File: src/rtl/imem_pkg.sv
// Shared definitions for the instruction fetch unit.
//   - fetch FSM state encoding
//   - stop opcode and execution-unit opcode values
//   - field-slice helpers for the 32-bit instruction layout
//     [31:24] opcode, [23:16] dest, [15:8] src1, [7:0] src2
package imem_pkg;

  typedef enum logic [1:0] {
    IDLE  = 2'd0,
    RUN   = 2'd1,
    DONE  = 2'd2,
    FAULT = 2'd3
  } state_e;

  localparam logic [7:0] STOP_OPC      = 8'hFF;
  localparam logic [7:0] OPC_ADD       = 8'h00;
  localparam logic [7:0] OPC_SUB       = 8'h01;
  localparam logic [7:0] OPC_TRANSPOSE = 8'h02;
  localparam logic [7:0] OPC_SCALE     = 8'h03;
  localparam logic [7:0] OPC_MULT      = 8'h04;

  function automatic logic [7:0] instr_opcode(input logic [31:0] instr);
    return instr[31:24];
  endfunction

  function automatic logic [7:0] instr_dest(input logic [31:0] instr);
    return instr[23:16];
  endfunction

  function automatic logic [7:0] instr_src1(input logic [31:0] instr);
    return instr[15:8];
  endfunction

  function automatic logic [7:0] instr_src2(input logic [31:0] instr);
    return instr[7:0];
  endfunction

endpackage

File: src/rtl/imem_array.sv
// Instruction RAM: synchronous write, synchronous read.
// The read data register doubles as the fetch unit's instruction output, so
// it is cleared by reset and holds its value whenever re is low. Memory
// contents are never reset.
//   clk, reset      : clock, synchronous active-high reset (read register only)
//   we/waddr/wdata  : write port
//   re/raddr        : read enable and address
//   rdata           : registered read data
module imem_array #(
  parameter int DEPTH   = 16,
  parameter int INSTR_W = 32,
  parameter int ADDR_W  = $clog2(DEPTH)
) (
  input  logic               clk,
  input  logic               reset,
  input  logic               we,
  input  logic [ADDR_W-1:0]  waddr,
  input  logic [INSTR_W-1:0] wdata,
  input  logic               re,
  input  logic [ADDR_W-1:0]  raddr,
  output logic [INSTR_W-1:0] rdata
);

  logic [INSTR_W-1:0] mem [DEPTH];
  logic [INSTR_W-1:0] rdata_d, rdata_q;

  always_ff @(posedge clk) begin
    if (we) mem[waddr] <= wdata;
  end

  always_comb begin
    rdata_d = rdata_q;
    if (re) rdata_d = mem[raddr];
  end

  always_ff @(posedge clk) begin
    if (reset) rdata_q <= '0;
    else       rdata_q <= rdata_d;
  end

  assign rdata = rdata_q;

endmodule

File: src/rtl/imem_fetch_unit.sv
// Loadable instruction memory with program counter and valid/ready output.
// A program is written over the ld* port while not running; start launches a
// fetch stream from startPc. The run ends in DONE when the stop word is
// accepted, or in FAULT when the word at DEPTH-1 is accepted without a stop.
//   clk, reset                  : clock, synchronous active-high reset
//   ldEn/ldAddr/ldData          : program load (ignored in RUN)
//   start/startPc               : launch a run (IDLE/DONE/FAULT only)
//   abort                       : return to IDLE from any state
//   instrValid/instrReady       : output handshake
//   instrOut/instrPc            : presented word and its address
//   busy/done/fault             : registered state decodes
module imem_fetch_unit
  import imem_pkg::*;
#(
  parameter int               INSTR_W  = 32,
  parameter int               DEPTH    = 16,
  parameter int               ADDR_W   = $clog2(DEPTH),
  parameter int               OPC_W    = 8,
  parameter logic [OPC_W-1:0] STOP_OPC = imem_pkg::STOP_OPC
) (
  input  logic               clk,
  input  logic               reset,
  input  logic               ldEn,
  input  logic [ADDR_W-1:0]  ldAddr,
  input  logic [INSTR_W-1:0] ldData,
  input  logic               start,
  input  logic [ADDR_W-1:0]  startPc,
  input  logic               abort,
  input  logic               instrReady,
  output logic               instrValid,
  output logic [INSTR_W-1:0] instrOut,
  output logic [ADDR_W-1:0]  instrPc,
  output logic               busy,
  output logic               done,
  output logic               fault
);

  localparam logic [ADDR_W-1:0] LAST = ADDR_W'(DEPTH - 1);

  state_e            state_d, state_q;
  logic [ADDR_W-1:0] rd_addr_d, rd_addr_q;
  logic [ADDR_W-1:0] pc_d, pc_q;
  logic              valid_d, valid_q;
  logic              stop_seen_d, stop_seen_q;
  logic              end_seen_d, end_seen_q;
  logic              busy_d, busy_q, done_d, done_q, fault_d, fault_q;

  logic              adv, accept, stop_seen, end_seen, fetch, mem_we;
  logic [INSTR_W-1:0] rdata;

  imem_array #(
    .DEPTH  (DEPTH),
    .INSTR_W(INSTR_W),
    .ADDR_W (ADDR_W)
  ) u_array (
    .clk  (clk),
    .reset(reset),
    .we   (mem_we),
    .waddr(ldAddr),
    .wdata(ldData),
    .re   (fetch),
    .raddr(rd_addr_q),
    .rdata(rdata)
  );

  always_comb begin
    adv    = !valid_q || instrReady;
    accept = valid_q && instrReady;
    mem_we = ldEn && (state_q != RUN);
    // The RAM read is synchronous, so the opcode of a fetched word is only
    // visible one cycle later on the output register; the stop flag merges
    // the sticky register with the word currently presented.
    stop_seen = stop_seen_q || (valid_q && (rdata[INSTR_W-1 -: OPC_W] == STOP_OPC));
    // end_seen_q marks that the last address has been fetched; it only means
    // "ran off the end" when that word was not itself a stop.
    end_seen  = end_seen_q && !stop_seen;
    // Read enable is the advance condition gated by run state and exit
    // conditions, so the output register holds when nothing is fetched.
    fetch = (state_q == RUN) && adv && !stop_seen && !end_seen_q && !abort;

    state_d     = state_q;
    rd_addr_d   = rd_addr_q;
    pc_d        = pc_q;
    valid_d     = valid_q;
    stop_seen_d = stop_seen_q;
    end_seen_d  = end_seen_q;

    case (state_q)
      RUN: begin
        stop_seen_d = stop_seen;
        if (accept && stop_seen) begin
          state_d = DONE;
          valid_d = 1'b0;
        end else if (accept && end_seen) begin
          state_d = FAULT;
          valid_d = 1'b0;
        end else if (fetch) begin
          valid_d = 1'b1;
          pc_d    = rd_addr_q;
          // Hold at the last address instead of wrapping.
          if (rd_addr_q == LAST) end_seen_d = 1'b1;
          else                   rd_addr_d  = rd_addr_q + ADDR_W'(1);
        end else if (adv) begin
          valid_d = 1'b0;
        end
      end
      default: begin
        if (start) begin
          state_d     = RUN;
          rd_addr_d   = startPc;
          stop_seen_d = 1'b0;
          end_seen_d  = 1'b0;
          valid_d     = 1'b0;
        end
      end
    endcase

    if (abort) begin
      state_d     = IDLE;
      valid_d     = 1'b0;
      stop_seen_d = 1'b0;
      end_seen_d  = 1'b0;
    end

    busy_d  = (state_d == RUN);
    done_d  = (state_d == DONE);
    fault_d = (state_d == FAULT);
  end

  always_ff @(posedge clk) begin
    if (reset) begin
      state_q     <= IDLE;
      rd_addr_q   <= '0;
      pc_q        <= '0;
      valid_q     <= 1'b0;
      stop_seen_q <= 1'b0;
      end_seen_q  <= 1'b0;
      busy_q      <= 1'b0;
      done_q      <= 1'b0;
      fault_q     <= 1'b0;
    end else begin
      state_q     <= state_d;
      rd_addr_q   <= rd_addr_d;
      pc_q        <= pc_d;
      valid_q     <= valid_d;
      stop_seen_q <= stop_seen_d;
      end_seen_q  <= end_seen_d;
      busy_q      <= busy_d;
      done_q      <= done_d;
      fault_q     <= fault_d;
    end
  end

  assign instrValid = valid_q;
  assign instrOut   = rdata;
  assign instrPc    = pc_q;
  assign busy       = busy_q;
  assign done       = done_q;
  assign fault      = fault_q;

endmodule

File: config.mk
export PLATFORM = sky130hd
export DESIGN_NAME = imem_fetch_unit
export DESIGN_NICKNAME = d
export VERILOG_FILES = /design/src/rtl/imem_pkg.sv /design/src/rtl/imem_array.sv /design/src/rtl/imem_fetch_unit.sv
export SDC_FILE = /design/constraint.sdc
export NUM_CORES = 1
export LEC_CHECK = 0
export CAP_MARGIN = 20
export CORE_MARGIN = 4
export CORE_UTILIZATION = 48
export CTS_BUF_LIST = sky130_fd_sc_hd__clkbuf_4
export DETAILED_ROUTE_END_ITERATION = 12
export PLACE_DENSITY = 0.64
export SETUP_SLACK_MARGIN = 0.4
export SLEW_MARGIN = 10
export SYNTH_ARGS = -nofsm -noshare
export SYNTH_HDL_FRONTEND = slang
export SYNTH_HIERARCHICAL = 1
export SYNTH_SLANG_ARGS = --single-unit
File: constraint.sdc
create_clock -name clk -period 3.8 [get_ports clk]
set_clock_uncertainty 0.05 [all_clocks]
set_input_delay 0.76 -clock clk [delete_from_list [all_inputs] [get_ports clk]]
set_output_delay 0.76 -clock clk [all_outputs]
set_load 0.01 [all_outputs]
==> impl_summary.md, run 1 <==
Synthesis
The net count of the mapped netlist is 1362. The synthesized design contains between 500 and 600 enable-type register cells. The average footprint of a synthesized cell is 16.6 sq um. In the synthesized netlist the dominant register cell turns out to be edfxtp_1. Yosys printed 6 warnings. The share of flip-flops with an asynchronous set or reset after synthesis is 0%.

Sequential elements use about 75% of the synthesized area. The number of register bits inferred by synthesis is between 500 and 600. Synthesis instantiated 51 different standard cells from the library. The synthesized cell area is between 0.02 and 0.025 sq mm. The instance count of the mapped netlist is 1315.

Critical path
Along the worst path, the maximum fanout reaches 14. The launching element of the worst setup path is state_q[1]$_SDFF_PP0_. The worst register-to-register path begins at state_q[1]$_SDFF_PP0_.

The largest individual stage delay along the critical path comes from the cell nor2_4. For the worst setup path, the data required time is 4320 ps. On the worst path, the slowest cell contributes a delay of about 520 ps. STA puts the critical path data arrival time at between 3000 and 4000 ps. STA classifies the critical path startpoint as a flip-flop. The signal on the critical path passes through nand2b_1 -> and2_1 -> nand3b_1 -> nor2_4 -> buf_4.

The number of cells on the worst reg-to-reg path is 5. The category of the worst setup path capture point is a flip-flop. The start-to-end type of the worst setup path is reg -> reg.

Clock tree
The clock slew at the register clock pins of the worst setup and hold paths is ~60 ps. The later-pin clock latency in the skew report is about 920 ps. The count of hold buffers inserted by post-cts repair is 0. After clock tree synthesis, the repair step resized 0 gates. The number of clock buffers inserted by TritonCTS is ~150. The number of buffers on the longest clock path is 3.

Buffers added to address setup during post-CTS repair amount to 0. The H-tree level count is 4. The clock net in this run drives a total of 560 sinks. The root buffer cell is clkbuf_4. TritonCTS built the clock tree.

Global route
The first-pass GRT wire length is ~74 mm. The global-route usage over all layers is around a fifth. The initial antenna violation count came to 2. The number of global-route vias before repair is approximately 12000. The overflow left after global routing is 0. The maximum number of pins on one net before global-route repair is 51.

Pwr
Across the VDD grid, the largest voltage drop is approximately 0.27 mV. Of the total power, combinational logic draws 6.0%. Of the total power, the clock network draws 39.6%. For this design the ratio of total power to cell area is 496 mW/mm^2. In this run the static leakage power is 8.37 nW. The net switching power figure is approximately 2.8 mW.

In this run, flip-flops and latches consume a little over half of the power. The internal power of the cells totals between 9 and 10 mW. The switching power share of the total is between 20% and 30%. The design draws around 13 mW.

Worst hold path
The start point of the worst min-delay path is u_array/rdata[6]$_SDFFE_PP0P_. The worst hold path was traced through 2 stages. The min-delay analysis places its worst path in the category reg -> reg.

Route
For this run, design rule violations remaining after detail routing come to 0. The routed wirelength normalized by instance count is 21.8 microns. Dividing the detail-routed via count by the number of cells gives 5.45. Before antenna repair, the detailed router went through 5 iterations. The total vias in the final route is approximately 12000. The violation count after the first detailed-routing iteration is between 800 and 900. The detailed-route wire length is 48.8 mm. The antenna violation net count after detailed routing is 0.

Layout
The area growth from synthesis to layout is 16.6%. The post-route netlist has between 10% and 20% of its cells at a drive strength greater than 1. The post-layout net count is between 1500 and 2000. The multi-input gate area in the final layout is between 0.005 and 0.006 sq mm. Counting the fill cells in the layout gives approximately 3500. In the final layout, flip-flops and latches occupy 0.0163 sq mm.

Placement
The congestion estimate from routability-driven global placement came to 0.766. The count of port buffers added during placement is 85. After legalization and detailed placement, the total HPWL measured ~27 mm.

Floorplanning
The starting density of the core is 48.9%. The area of the die is 0.0488 sq mm. The chip height is 221 microns.

The core box area is ~0.045 sq mm. The die is 221 microns wide. The initialized floorplan defines 77 standard-cell rows. Pin placement for this block handled between 80 and 90 I/O pins.

STA
Setup repair after global routing left no endpoint under its margin. The relative slew slack is 35.5%. Derived from the worst setup path, the maximum achievable clock frequency is roughly 0.34 GHz. The setup TNS is 0 ps.

Hold timing on the final database bottoms out at a slack of 420 ps. At the pin with the least slew margin, the transition time is roughly 970 ps. The final hold violation count is 0. The ratio of final minimum period to clock period is 77.2%. The total count of max-transition violations in the final report is 0.

The count of final setup violators is 0. The worst path in the final design needs a cycle of ~3000 ps, including I/O delays and setup.

Flow run
The max-capacitance violation count is 0.

Outcome
The flow ran to the end, and the final reports show no timing, DRC or antenna violations.
## final timing paths
check / slack [ps] / endpoint
max: 870 / u_array/mem[11][15]$_DFFE_PP_
min: 420 / u_array/rdata[6]$_SDFFE_PP0P_
max reg2reg: 870 / u_array/mem[11][15]$_DFFE_PP_
min reg2reg: 420 / u_array/rdata[6]$_SDFFE_PP0P_
## layer usage
metal / vias to the layer above / share of wire, % / wire (microns) / global-route usage, %
met3: 64 / 6.0 / 2920 / 5.90
li1: 5643 / - / - / -
met5: - / 0 / 0 / 0
met4: 0 / 1.9 / 935 / 7.05
met2: 356 / 48 / 23600 / 32.0
met1: 6149 / 44 / 21400 / 26.1
## worst max-delay path: cells and delay by family, from the launching register on
family	cells	cell delay, ps
flip-flops	1	380
AND/OR/NAND/NOR	4	1790
buffers and inverters	1	370
## flip-flops by register name, summed over array words and instances (netlist names)
register       count
end_seen_q         1
u_array/mem      512
rd_addr_q          4
instrPc            4
state_q            2
fault              1
u_array/rdata     32
done               1
busy               1
instrValid         1
stop_seen_q        1
## logic make-up after synthesis
kind of cell | share of synthesized area [%]
AOI/OAI and AO/OA | 4.76
adders and majority gates | 0.0575
buffers and inverters | 2.61
DFF | 75.0
muxes | 11.8
and+or+nand+nor | 5.72
## stage by stage
| stage | instance area, sq um | worst slack (ps) | utilization (%) | instances |
|---|---|---|---|---|
| after floorplan | 21800 | 544 | - | 1315 |
| after global placement | 23500 | 513 | 52.9 | 1977 |
| after detailed placement | 23500 | 386 | 52.9 | 1977 |
| after CTS | 25400 | 893 | 57.0 | 2238 |
| after global routing | 25400 | 727 | 57.0 | 2241 |
| final | 25400 | 867 | 57.0 | 2241 |
## area by class of cell
| cell class | instances | share of cell area, % |
|---|---|---|
| Tap cell | 592 | 2.92 |
| Inverter | 4 | 0.0591 |
| Clock buffer | 223 | 6.59 |
| Clock inverter | 38 | 0.577 |
| Timing Repair Buffer | 141 | 5.68 |
| Sequential cell | 560 | 64.3 |
| Multi-Input combinational cell | 681 | 19.8 |
| Antenna cell | 2 | 0.0197 |
## cell usage after synthesis, types with 2 or more instances
master | count | share of area (%)
nand2b_1 | 7 | 0.20
o21ai_0 | 6 | 0.14
o311ai_1 | 2 | 0.080
buf_2 | 16 | 0.37
nor2_1 | 19 | 0.33
buf_12 | 5 | 0.46
edfxtp_1 | 512 | 71
buf_1 | 2 | 0.034
dfxtp_1 | 48 | 4.4
mux2i_1 | 257 | 12
a21oi_2 | 10 | 0.40
o211ai_1 | 3 | 0.10
a22oi_1 | 64 | 2.2
buf_6 | 17 | 0.88
nor2b_1 | 7 | 0.20
nand2_1 | 103 | 1.8
nor3_1 | 7 | 0.16
o21ai_1 | 4 | 0.092
buf_8 | 2 | 0.14
or2_2 | 2 | 0.057
buf_4 | 10 | 0.34
nand3_1 | 102 | 2.3
and2_1 | 2 | 0.057
clkbuf_2 | 2 | 0.046
a21oi_1 | 59 | 1.4
nor3b_1 | 2 | 0.069
inv_1 | 3 | 0.052
clkbuf_1 | 16 | 0.28
nand3b_1 | 4 | 0.14
## power groups by stage
stage	logic [mW]	clock network, mW	registers, mW
after floorplan	0.464	0	6.97
after global placement	0.745	0	6.99
after detailed placement	0.753	0	6.99
after CTS	0.755	5.15	6.86
after global routing	0.810	5.50	6.86
final	0.755	4.99	6.86
## layout by cell type, fill, tap and decap left out, types with 29 or more instances in the layout
| cell | count |
|---|---|
| clkinv_1 | 29 |
| a21oi_1 | 59 |
| dfxtp_1 | 47 |
| buf_4 | 43 |
| a22oi_1 | 64 |
| edfxtp_1 | 512 |
| clkdlybuf4s50_1 | 85 |
| nand3_1 | 102 |
| clkbuf_4 | 223 |
| mux2i_1 | 257 |
| nand2_1 | 103 |
No activity file was read; power rests on OpenSTA's default activity.
==> inputs of run 2 (changes only) <==
- PLACE_DENSITY: 0.64 -> 0.61
- clock period: 3.8 -> 2.9 ns (I/O delays scaled with it)
==> run 2 against run 1 <==
Against the previous run:
- sequential power grew 31%
- total power rose by 36%
- global-route usage is 1.0 points higher
- clock power rose by 43%
- critical path type unchanged
- non-clock buffer count grew 5
- first-iteration DRC count up 13%
- core utilization increased by 0.87 points
- count of clock-buffer cells in the layout up 13
==> impl_summary.md, run 2 (synthesis results as in run 1) <==
Floorplanning
The die boundary width is around 220 microns. The chip height is ~220 microns. The region available for standard cell placement spans 0.0445 sq mm. 86 I/O pins were placed. The number of rows in the core area is 77.

The starting density of the core is around half. The area of the die is between 0.04 and 0.05 sq mm.

STA
For the pin with the worst max-slew slack, the measured transition is ~1000 ps. In the finished design, the share of the clock period the worst path needs comes to 82.5%. The tightest hold path in the finished design has a slack of roughly 330 ps.

The worst path in the final design needs a cycle of 2390 ps, including I/O delays and setup. The total count of max-transition violations in the final report is 0. Setup slack on the critical path of the routed design comes to 509 ps. The final hold violation count is 0.

The relative slew slack is between 30% and 40%. Setup repair after global routing could not meet its margin everywhere. The count of final setup violators is 0. The fmax is 0.418 GHz.

Clock tree
Hold repair after CTS inserted 0 buffers. The tree is rooted in a clkbuf_4. Clock-pin slew was measured on the worst setup and hold paths at about 60 ps.

The number of buffers on the longest clock path is 3. The clock net sink count is 560. The CTS tree is built. The later-pin clock latency in the skew report is 910 ps. The H-tree level count is 4. The number of clock buffers inserted by TritonCTS is roughly 150.

Critical path
The end of the worst register-to-register path is u_array/rdata[18]$_SDFFE_PP0P_. Walking the worst path, the cells encountered are and2b_2 -> nand3b_1 -> or2_2 -> inv_4 -> or3b_2 -> buf_12 -> a21oi_1 -> nand3_1 -> nand3_1. The critical path runs through a total of 9 cells. The launch instance of the worst register-to-register path is state_q[1]$_SDFF_PP0_. In this run the worst setup path terminates at u_array/rdata[18]$_SDFFE_PP0P_.

The worst path required time is approximately 3700 ps. The start-to-end type of the worst setup path is reg -> reg. The family with the most delay on the worst path is simple AND/OR/NAND/NOR gates. The setup slack of the most critical reg-to-reg path is around 500 ps. The most numerous cell type found on the critical path is nand3_1.

The worst register-to-register path has a depth of 9. The kind of start point of the critical path is a flip-flop. The worst stage delay on the critical path is 490 ps.

For the worst setup path, the data arrival time is about 3200 ps. The slowest library cell on the worst path is or3b_2. The maximum fanout along the worst path is 32.

The category of the worst setup path capture point is a flip-flop. The critical path buffer and inverter count is 2. Tracing the worst setup path back leads to its startpoint at state_q[1]$_SDFF_PP0_.

Layout
The fraction of final layout cells sized beyond drive strength 1 is between 20 and 25%. The number of flip-flops in the largest register is just over 500. The post-synthesis to final-layout area growth is 18.4%.

The register with the most flip-flops in the final layout is u_array/mem. The post-layout instance count excluding filler cells is around 2300. In the final design database the tool counted around 1600 nets.

The library cell used most frequently in the layout, excluding fill and tap cells, is edfxtp_1. The final-layout fill cell count is 3524. In the layout the commonest cells are 512 x edfxtp_1, 257 x mux2i_1, 236 x clkbuf_4, 103 x nand2_1, 102 x nand3_1.

Cells fill 57.9% of the core in the end.

Worst hold path
The class of the tightest hold or removal check is in -> reg.

Global route
The first-pass GRT wire length is 77.1 mm. The initial antenna violation count is 3. The maximum number of pins on one net before global-route repair is 71. Across every metal layer, demand over resource in global routing totals roughly a fifth. The total overflow left after global routing is 0.

The number of global-route vias before repair is approximately 13000.

Route
For this block, the initial DRC count from the detailed router was 905. The final layout contains routed wiring with a total length of 50.9 mm. The count of nets left with antenna violations once routing finished came out at 0. After detailed routing, the number of remaining DRC violations is 0.

The count of TritonRoute iterations in the first routing pass is 5. The total vias in the final route is about 12000. The routed wirelength normalized by instance count is 22.6 microns. After detailed routing, the number of vias per cell comes to roughly 5.5.

Placement
The final weighted congestion in routability-driven placement is roughly 0.79. The HPWL after detailed placement is between 20 and 30 mm. Including well taps, the total number of placed cells is a little under 2000. OpenSTA, run right after detailed placement, puts the worst setup slack at -6.46 ps. The count of port buffers added during placement is 85.

Outcome
The run finished with clean final reports.

Pwr
The analysis attributes to cell leakage a power of ~8.7 nW. Across the VDD grid, the largest voltage drop is around 0.40 mV. In this run the power density over the cells is between 600 and 700 mW/mm^2.

Flow run
Across the run, the number of max-cap violations was 0.
[run 2: worst min path at each step]
stage,startpoint,end,slack (ps),depth (start not counted)
finish,startPc[1],rd_addr_q[1]$_SDFFE_PP0P_,330,4
global route,startPc[0],rd_addr_q[0]$_SDFFE_PP0P_,260,3
CTS,startPc[1],rd_addr_q[1]$_SDFFE_PP0P_,190,4
detailed placement,u_array/rdata[2]$_SDFFE_PP0P_,u_array/rdata[2]$_SDFFE_PP0P_,410,2
global placement,u_array/rdata[1]$_SDFFE_PP0P_,u_array/rdata[1]$_SDFFE_PP0P_,400,2
floorplan,u_array/rdata[0]$_SDFFE_PP0P_,u_array/rdata[0]$_SDFFE_PP0P_,430,2
[run 2: report_power, final]
part / switching [mW] / leakage (nW) / internal (mW) / total, mW
Combinational: 0.628 / 2.52 / 0.378 / 1.01
Sequential: 0.0577 / 5.02 / 8.92 / 8.97
Clock: 3.05 / 1.21 / 4.11 / 7.16
[run 2: metrics by stage]
step | TNS, ps | power [mW] | instance area [sq um]
after floorplan | 0 | 9.74 | 21800
after CTS | 0 | 17.4 | 25800
final | 0 | 17.1 | 25800
after global placement | 0 | 10.2 | 23800
after global routing | 0 | 17.9 | 25800
after detailed placement | -6.46 | 10.2 | 23800
[run 2: cell type report]
cell class              count  area, sq um  area share (%)
clock buffers             236         1770            6.87
clock inverters            29          246           0.956
well taps                 592          741            2.87
multi-input cells         682         5050            19.6
flip-flops and latches    560        16300            63.4
inverters                   4         17.5          0.0679
repair buffers            146         1600            6.21
diodes                      3         7.51          0.0291
[run 2: repair_timing]
item / CTS / global route
pin swaps: 1 / 0
gates resized for setup: 45 / 3
gates cloned: 1 / 0
buffers inserted: 0 / 2
setup endpoints to repair: 51 / 33
[run 2: layer usage]
metal | track usage (%) | up-vias | share of wire (%)
met3 | 5.01 | 83 | 5.0
li1 | - | 5686 | -
met1 | 28.3 | 6244 | 45
met2 | 32.9 | 330 | 48
met4 | 8.86 | 0 | 2.6
met5 | 0 | - | 0
[run 2: worst reg2reg max path: cells and delay by family (launching register included)]
family / cells / cell delay [ps]
AOI/OAI and AO/OA: 1 / 190
buffers and inverters: 2 / 340
DFF: 1 / 330
and+or+nand+nor: 6 / 1400
==> inputs of run 3 (changes only) <==
- clock period: 2.9 -> 2.4 ns (I/O delays scaled with it)
==> run 3 against run 2 <==
Against the previous run:
- die area unchanged
- sequential power up 20%
- maximum frequency up 10%
- count of clock-buffer cells in the layout down 18
- setup slack worse by 280 ps
- largest cell class unchanged
- largest power group unchanged
- highest routed layer unchanged
==> impl_summary.md, run 3 (synthesis results as in run 1) <==
Route
The total vias in the final route is 12600. Before antenna repair, the detailed router went through 5 iterations. After detailed routing, the total wire length is 53.7 mm.

Dividing the detail-routed wire length by the instance count gives between 20 and 25 microns. The via density per instance is 5.49. The detailed router finished its first iteration with 1071 violations. For this run, design rule violations remaining after detail routing come to 0. The count of nets left with antenna violations once routing finished came out at 0.

STA
Timing would allow up to 0.460 GHz. The relative slew slack is about half. For the pin with the worst max-slew slack, the measured transition is approximately 740 ps. The final critical-path required period is approximately 2200 ps. Setup total negative slack on the finished layout was measured at 0 ps.

The count of final setup violators is 0. The total count of max-transition violations in the final report was 0. The worst hold slack across all endpoints is 191 ps. Setup repair after global routing could not meet its margin everywhere. The ratio of final minimum period to clock period is 90.5%. The final hold violation count is 0.

Pwr
The power share of the sequential group is a little over half. Dividing total power by cell area gives a power density of approximately 750 mW/mm^2. The share of total power dissipated in combinational logic is 7.0%.

The internal power of the cells totals between 15 and 20 mW. The clock network is responsible for 39.6% of the overall power. The total leakage power is about 9.1 nW. For this design the total switching power over the nets is roughly 4.6 mW. The overall power of the completed layout is between 20 and 25 mW. The worst-case IR drop observed on VDD is roughly 0.4 mV. Of the total power, the share spent switching nets is 22.6%.

Critical path
STA puts the critical path data required time at between 3000 and 4000 ps. The arrival time reported for the critical path endpoint is 3010 ps. The start-to-end type of the worst setup path is reg -> reg. The kind of start point of the critical path is a flip-flop. The maximum fanout along the worst path is 5. The worst setup path is captured at a flip-flop.

Clock tree
The count of hold buffers inserted by post-cts repair is 0. The number of buffers on the longest clock path is 3. The root buffer cell is clkbuf_4.

The clock net in this run drives a total of 560 sinks. The later pin in the worst-skew pair is clocked with a latency of roughly 960 ps. The CTS tree is built. The H-tree was split into 4 levels. Buffers inserted during clock tree synthesis total 144. The clock slew at the register clock pins of the worst setup and hold paths is around 70 ps.

Layout
The register with the most flip-flops in the layout has around 510 of them. The post-synthesis to final-layout area growth is 24.6%. The post-layout net count is between 1500 and 2000.

The library cell used most frequently in the layout, excluding fill and tap cells, is edfxtp_1. The library cells used most frequently in the layout, excluding fill and tap cells, are 512 x edfxtp_1, 257 x mux2i_1, 218 x clkbuf_4, 103 x nand2_1, 95 x nand3_1. Ranked by flip-flop count, first place goes to u_array/mem.

The fraction of final layout cells sized beyond drive strength 1 is 30.8%. The post-layout instance count excluding filler cells is 2300.

Global route
The number of global-route vias before repair is 13100. The first-pass GRT wire length is about 80 mm. The overflow left after global routing is 0.

In the global route stage, overall resource usage came out at between 20% and 30%. The initial antenna violation count is 2. The maximum number of pins on one net before global-route repair is 41.

Floorplanning
The die is 221 microns tall. between 80 and 90 I/O pins were placed. The number of rows in the core area is 77. The area of the die is around 0.05 sq mm. The starting density of the core is between 40% and 50%.

The core box area is 0.0445 sq mm. The die boundary width is 221 microns.

Placement
The wire-length estimate of the detail-placed layout is around 30 mm. The final weighted congestion in routability-driven placement is ~0.8. The cell count after placement is between 2000 and 2500. The count of port buffers added during placement is between 80 and 90.

Worst hold path
In this run the worst hold path is classified as in -> reg.

Flow run
The max-capacitance violation count is 0.

Outcome
The run finished with clean final reports.
## run 3: changes by cell type in the layout (fill, tap and decap cells not counted), sizes merged
cell,previous run,this run
buf,61,160
dlygate4sd2,39,0
clkbuf,236,222
clkinv,18,25
bufinv,5,2
clkinvlp,1,2
diode,3,2
dlymetal6s2s,1,0
nor2,21,20
## run 3: through the flow
step           util [%]  area [sq um]  worst slack, ps
2_1_floorplan         -         22000            -65.9
3_3_place_gp       55.1         24500             -253
3_5_place_dp       55.1         24500             -267
4_1_cts            60.4         26900              242
5_1_grt            61.0         27100              165
6_report           61.0         27100              228
## run 3: path summary, 6_finish.rpt
path	start	end	slack, ps	depth (start not counted)
min	startPc[0]	rd_addr_q[0]$_SDFFE_PP0P_	190	3
max	instrValid$_SDFFE_PP0P_	u_array/rdata[25]$_SDFFE_PP0P_	230	10
min reg2reg	u_array/rdata[14]$_SDFFE_PP0P_	u_array/rdata[14]$_SDFFE_PP0P_	420	2
max reg2reg	instrValid$_SDFFE_PP0P_	u_array/rdata[25]$_SDFFE_PP0P_	230	10
## run 3: area by class of cell
| cell class | instances | area, sq um |
|---|---|---|
| clock inverter | 34 | 198 |
| fill | 3398 | 17400 |
| timing repair buffer | 209 | 2850 |
| tap | 592 | 741 |
| sequential | 560 | 16400 |
| multi-input combinational | 681 | 5270 |
| inverter | 4 | 15.0 |
| clock buffer | 218 | 1640 |
| antenna | 2 | 5.00 |
## run 3: power groups by stage
stage / clock network [mW] / registers [mW] / logic [mW]
detailed placement: 0 / 11.1 / 1.36
global placement: 0 / 11.1 / 1.35
finish: 8.03 / 10.8 / 1.42
global route: 8.87 / 10.9 / 1.51
CTS: 8.29 / 10.8 / 1.41
floorplan: 0 / 11.0 / 0.762
## run 3: critical path, cell delays in order, from the launching register on
cell       delay (ps)
dfxtp_4           370
nor2b_4           130
nand3b_1          170
or2_4             250
inv_2              60
or3b_4            460
buf_12            180
clkbuf_16         160
a21oi_2           100
nand3_1            90
nand3_1           100
## run 3: repair_timing
action | 4_1_cts | 5_1_grt
pin swaps | 41 | 23
cloned | 6 | 4
setup endpoints to repair | 72 | 87
resized for setup | 274 | 13
buffers inserted | 13 | 5
## run 3: routing by layer
layer | global-route usage (%) | part of all wire (%) | routed length (microns) | up-vias
met5 | 0 | 0 | 0 | -
met4 | 7.55 | 2.2 | 1170 | 0
met3 | 6.41 | 6.4 | 3410 | 79
met2 | 36.1 | 50 | 26600 | 385
met1 | 28.1 | 42 | 22500 | 6370
li1 | - | - | - | 5796
